===== config.mk =====
export PLATFORM = sky130hd
export DESIGN_NAME = axis_adc_decimator
export DESIGN_NICKNAME = d
export VERILOG_FILES = /design/src/rtl/axis_adc_decimator.sv
export SDC_FILE = /design/constraint.sdc
export NUM_CORES = 1
export LEC_CHECK = 0
export BUFFER_PORTS_ARGS = -buffer_cell sky130_fd_sc_hd__buf_4
export CORE_UTILIZATION = 49
export CTS_CLUSTER_SIZE = 28
export DETAILED_ROUTE_END_ITERATION = 10
export HOLD_SLACK_MARGIN = 0.05
export PLACE_DENSITY = 0.69
export SLEW_MARGIN = 20
export SYNTH_ARGS = -nofsm -noshare
export SYNTH_HDL_FRONTEND = slang
export SYNTH_SLANG_ARGS = --single-unit

===== constraint.sdc =====
create_clock -name aclk -period 4.8 [get_ports aclk]
set_clock_uncertainty 0.1 [all_clocks]
set_input_delay 0.96 -clock aclk [delete_from_list [all_inputs] [get_ports aclk]]
set_output_delay 0.96 -clock aclk [all_outputs]
set_load 0.05 [all_outputs]

===== src/rtl/axis_adc_decimator.sv =====
// Two-lane boxcar decimator for packed {ch B, ch A} ADC samples: sums R samples, shifts, emits one pair.
// Build option DEC_SATURATE_EN: clamp each shifted lane to 16-bit signed range instead of wrapping.
module axis_adc_decimator #(
    parameter int AXIS_TDATA_WIDTH = 32,
    parameter int CNTR_WIDTH       = 16,
    parameter int ACC_WIDTH        = 32
) (
    input  logic                        aclk,
    input  logic                        areset,
    input  logic [CNTR_WIDTH-1:0]       cfg_data,
    input  logic [4:0]                  cfg_shift,
    output logic                        s_axis_tready,
    input  logic [AXIS_TDATA_WIDTH-1:0] s_axis_tdata,
    input  logic                        s_axis_tvalid,
    input  logic                        m_axis_tready,
    output logic [AXIS_TDATA_WIDTH-1:0] m_axis_tdata,
    output logic                        m_axis_tvalid,
    output logic                        sts_overflow
);
    localparam int LANE = 16;
    localparam logic [CNTR_WIDTH-1:0] CNT_ONE = CNTR_WIDTH'(1);

    // state | meaning
    // IDLE  | ratio is 0, samples ignored
    // RUN   | accumulating frames of r_reg samples
    typedef enum logic {ST_IDLE, ST_RUN} state_t;

    state_t                       r_state, w_state_nxt;
    logic [CNTR_WIDTH-1:0]        r_reg, r_cnt, w_ratio;
    logic signed [ACC_WIDTH-1:0]  r_acc_a, r_acc_b;
    logic signed [ACC_WIDTH-1:0]  w_base_a, w_base_b, w_sum_a, w_sum_b, w_shf_a, w_shf_b;
    logic signed [LANE-1:0]       w_x_a, w_x_b, w_lane_a, w_lane_b;
    logic [AXIS_TDATA_WIDTH-1:0]  r_tdata;
    logic                         r_tvalid, r_overflow, r_tready;
    logic                         w_accept, w_last;

`ifdef DEC_SATURATE_EN
    localparam logic signed [ACC_WIDTH-1:0] LANE_MAX = ACC_WIDTH'(32767);
    localparam logic signed [ACC_WIDTH-1:0] LANE_MIN = -ACC_WIDTH'(32768);

    function automatic logic signed [LANE-1:0] lane_reduce(input logic signed [ACC_WIDTH-1:0] v);
        if (v > LANE_MAX)      return 16'sh7FFF;
        else if (v < LANE_MIN) return 16'sh8000;
        else                   return LANE'(v);
    endfunction
`else
    function automatic logic signed [LANE-1:0] lane_reduce(input logic signed [ACC_WIDTH-1:0] v);
        return LANE'(v);
    endfunction
`endif

    assign w_x_a    = s_axis_tdata[LANE-1:0];
    assign w_x_b    = s_axis_tdata[2*LANE-1:LANE];
    // First sample of a frame restarts the sum instead of adding to the stale one.
    assign w_base_a = (r_cnt == '0) ? '0 : r_acc_a;
    assign w_base_b = (r_cnt == '0) ? '0 : r_acc_b;
    assign w_sum_a  = w_base_a + {{(ACC_WIDTH-LANE){w_x_a[LANE-1]}}, w_x_a};
    assign w_sum_b  = w_base_b + {{(ACC_WIDTH-LANE){w_x_b[LANE-1]}}, w_x_b};
    assign w_shf_a  = w_sum_a >>> cfg_shift;
    assign w_shf_b  = w_sum_b >>> cfg_shift;
    assign w_lane_a = lane_reduce(w_shf_a);
    assign w_lane_b = lane_reduce(w_shf_b);

    always_comb begin
        w_state_nxt = r_state;
        w_ratio     = r_reg;
        w_accept    = 1'b0;
        w_last      = 1'b0;
        unique case (r_state)
            ST_IDLE: begin
                w_ratio = cfg_data;
                if (cfg_data != '0) w_state_nxt = ST_RUN;
            end
            ST_RUN: begin
                if (r_cnt == '0) w_ratio = cfg_data;
                if (w_ratio == '0) begin
                    w_state_nxt = ST_IDLE;
                end else begin
                    w_accept = s_axis_tvalid;
                    w_last   = s_axis_tvalid && (r_cnt == w_ratio - CNT_ONE);
                end
            end
            default: w_state_nxt = ST_IDLE;
        endcase
    end

    always_ff @(posedge aclk or posedge areset) begin
        if (areset) begin
            r_state    <= ST_IDLE;
            r_reg      <= '0;
            r_cnt      <= '0;
            r_acc_a    <= '0;
            r_acc_b    <= '0;
            r_tdata    <= '0;
            r_tvalid   <= 1'b0;
            r_overflow <= 1'b0;
            r_tready   <= 1'b0;
        end else begin
            r_state  <= w_state_nxt;
            r_reg    <= w_ratio;
            r_tready <= 1'b1;
            if (w_accept) begin
                r_cnt   <= w_last ? '0 : r_cnt + CNT_ONE;
                r_acc_a <= w_sum_a;
                r_acc_b <= w_sum_b;
            end
            // A held word that downstream has not taken wins over a new result.
            if (w_last) begin
                if (!r_tvalid || m_axis_tready) begin
                    r_tdata  <= AXIS_TDATA_WIDTH'({w_lane_b, w_lane_a});
                    r_tvalid <= 1'b1;
                end else begin
                    r_overflow <= 1'b1;
                end
            end else if (m_axis_tready) begin
                r_tvalid <= 1'b0;
            end
        end
    end

    assign s_axis_tready = r_tready;
    assign m_axis_tdata  = r_tdata;
    assign m_axis_tvalid = r_tvalid;
    assign sts_overflow  = r_overflow;

endmodule

==> results.py <==
metrics = {
    "yosys": {
        "synth_seq_area_share": 0.221,
        "yosys.area_share.simple": 0.258,
        "yosys.area_share.adder": 0.0571,
        "async_flop_share": 1.00,
        "synthesis.area_um2": 14900,
        "synth_flop_cell": "dfrtp_1",
        "synth.distinct_cells": 105,
        "yosys_warnings": 0,
        "ys_seq_elements": 132,
        "synth_top_family_by_area": "compound AO/OA/AOI/OAI gates",
        "synth-xor-area-share": 0.0542,
        "syn_inst": 1931,
        "synth_compound_area_frac": 0.274,
        "synthesis.nets": 2055,
        "synth_mux_area_frac": 0.0919,
        "synth_edf_count": 0,
        "syn-mean-instance-area_um2": 7.74,
    },
    "die": {
        "die_h_um": 177,
        "core_um2": 29800,
        "die_w_um": 177,
        "rows": 63,
        "start_util": 0.502,
        "dieArea_um2": 31200,
        "io_pins": 92,
    },
    "sta": {
        "fmax_mhz": 209,
        "hold_viol": 0,
        "layout_min_cycle_time_ps": 4780,
        "slew-limit-headroom": 0.398,
        "tns_ps": 0,
        "hold_slack_ps": 365,
        "drv_slew": 0,
        "grt_setup_unrepaired": "true",
        "post-route-period-util": 0.996,
        "worst-slew-pin-transition_ps": 904,
        "setup_violations": 0,
    },
    "layout": {
        "layout_commonest_cell": "buf_4",
        "drive_gt1_frac": 0.266,
        "final_cell_mix": "328 x buf_4, 260 x nand2_1, 158 x nor2_1",
        "post-route-util": 0.636,
        "multi_input_area_um2": 11800,
        "fin_nets": 2279,
        "fill_cells": 2614,
        "syn2layout_area_growth_pct": 26.7,
        "register_area_um2": 3300,
        "insertedDiodeCount": 0,
    },
    "critical_path": {
        "arrival_ps": 4980,
        "cp-startpoint": "r_cnt[1]$_DFFE_PP0P_",
        "criticalPathCategory": "flip-flop to flip-flop",
        "required_ps": 5010,
        "worstPathMaxFanout": 8,
        "cp-end-kind": "flip-flop",
        "r2r_start": "r_cnt[1]$_DFFE_PP0P_",
        "cp-start-kind": "flip-flop",
    },
    "placed_design": {
        "io_buffer_count": 91,
        "hpwl_mm": 41.5,
        "gp_congestion": 0.994,
    },
    "global_route": {
        "first_global_vias": 15400,
        "grt_util_all_layers": 0.352,
        "grt_pass1_wl_mm": 85.8,
        "grt_remaining_overflow": 0,
        "grt_max_degree": 110,
        "antenna_found_initial": 0,
    },
    "clock_tree": {
        "path_clk_slew_ps": 70,
        "clock-sinks": 132,
        "postCtsHoldBufs": 0,
        "cts_buffers": 17,
        "clk_latency_ps": 440,
        "cts_max_path_buffers": 2,
        "htree_levels": 4,
        "cts_tree": "yes",
        "cts-root-buf": "clkbuf_16",
    },
    "power": {
        "irDropWorstVdd_uv": 353,
        "powerDensity_nw_per_um2": 683,
        "p_leak_uw": 0.00817,
    },
    "hold_path": {
        "hp-class": "flip-flop to flip-flop",
        "min_from": "sts_overflow$_DFFE_PP0P_",
    },
    "flow_run": {
        "maxCapViolations": 0,
    },
    "route": {
        "drc": 0,
        "vias_per_cell": 6.52,
        "drtIter0Drc": 1768,
        "first_pass_iters": 6,
        "wire_per_inst_um": 22.0,
        "totalWireLength_mm": 56.3,
        "num_vias": 16700,
        "ant_nets": 0,
    },
    "outcome": {
        "status": "finished clean",
    },
}
-- synthesized netlist by cell type (35+ instances only) --
cell | n | area (um2)
nand2_1 | 265 | 995
nor2_1 | 160 | 601
nand3_1 | 49 | 245
mux2i_1 | 63 | 631
dfrtp_1 | 132 | 3300
clkbuf_1 | 108 | 405
xnor2_1 | 54 | 473
ha_1 | 65 | 813
a21oi_1 | 118 | 591
o21ai_0 | 118 | 591
o211ai_1 | 35 | 263
and2_1 | 80 | 500
nor3_1 | 48 | 240
inv_1 | 36 | 135
-- worst paths after layout --
path	to	slack, ps	depth (start not counted)
min in group asynchronous	m_axis_tvalid$_DFFE_PP0P_	600	2
worst min-delay path	sts_overflow$_DFFE_PP0P_	360	1
worst max register to register	m_axis_tdata[23]$_DFFE_PP0P_	20	21
max in group asynchronous	r_reg[13]$_DFF_PP0_	3040	3
worst min register to register	sts_overflow$_DFFE_PP0P_	360	1
worst max-delay path	m_axis_tdata[23]$_DFFE_PP0P_	20	21
-- metal layers --
| layer | global-route usage | vias up | share of wire |
|---|---|---|---|
| met3 | 0.0492 | 179 | 0.071 |
| met1 | 0.470 | 7989 | 0.42 |
| met2 | 0.559 | 808 | 0.46 |
| li1 | - | 7691 | - |
| met5 | 0 | - | 0 |
| met4 | 0.169 | 0 | 0.048 |
-- where the power goes --
part           internal, uW  switching (uW)
Clock                   784             607
Sequential             1410             156
Combinational          4440            5540
Total                  6640            6300
-- repair_timing --
action                     4_1_cts  5_1_grt
pin swaps                        5       33
cloned                           0        2
buffers inserted                 3       14
setup endpoints to repair       18       31
resized for setup               14      137
-- cells by family (layout without fill, tap and decap cells) --
family	after synthesis	count (layout)
xor gates and xnor gates	90	90
and+or+nand+nor	771	771
adders and majority gates	67	67
muxes	109	109
DFF	132	132
AOI/OAI and AO/OA	591	591
other	1	1
buffers and inverters	170	407
-- worst max-delay path: stages, from the launching register on --
cell      delay [ps]
dfrtp_1          390
inv_2             80
ha_4             120
nor4b_4          190
and2_4           220
nand2_8           80
buf_12           160
and2_1           190
ha_1             320
a211oi_2         250
o21ai_2          150
a211oi_2         230
buf_4            180
o211ai_1          80
buf_4            170
a41o_1           290
buf_4            150
xor2_1           140
mux4_2           560
and2_4           210
o311ai_4         250
nand3_1          120
-- through the flow --
step / setup WS [ps] / instance area (um2) / std cells / power, uW
after floorplan: -109 / 15000 / 1931 / 7080
after global placement: -103 / 17400 / 2508 / 10400
after detailed placement: -119 / 17400 / 2508 / 10500
after CTS: 8.28 / 18100 / 2543 / 12100
after global routing: -136 / 18900 / 2558 / 13700
final: 21.5 / 18900 / 2558 / 12900
-- area by class of cell --
type | count | area share
clock buffers | 18 | 0.0227
clock inverters | 14 | 0.00885
inverters | 38 | 0.00779
multi-input cells | 1629 | 0.621
flip-flops and latches | 132 | 0.174
well taps | 390 | 0.0258
repair buffers | 337 | 0.139
(Power assumes the default switching activity.)
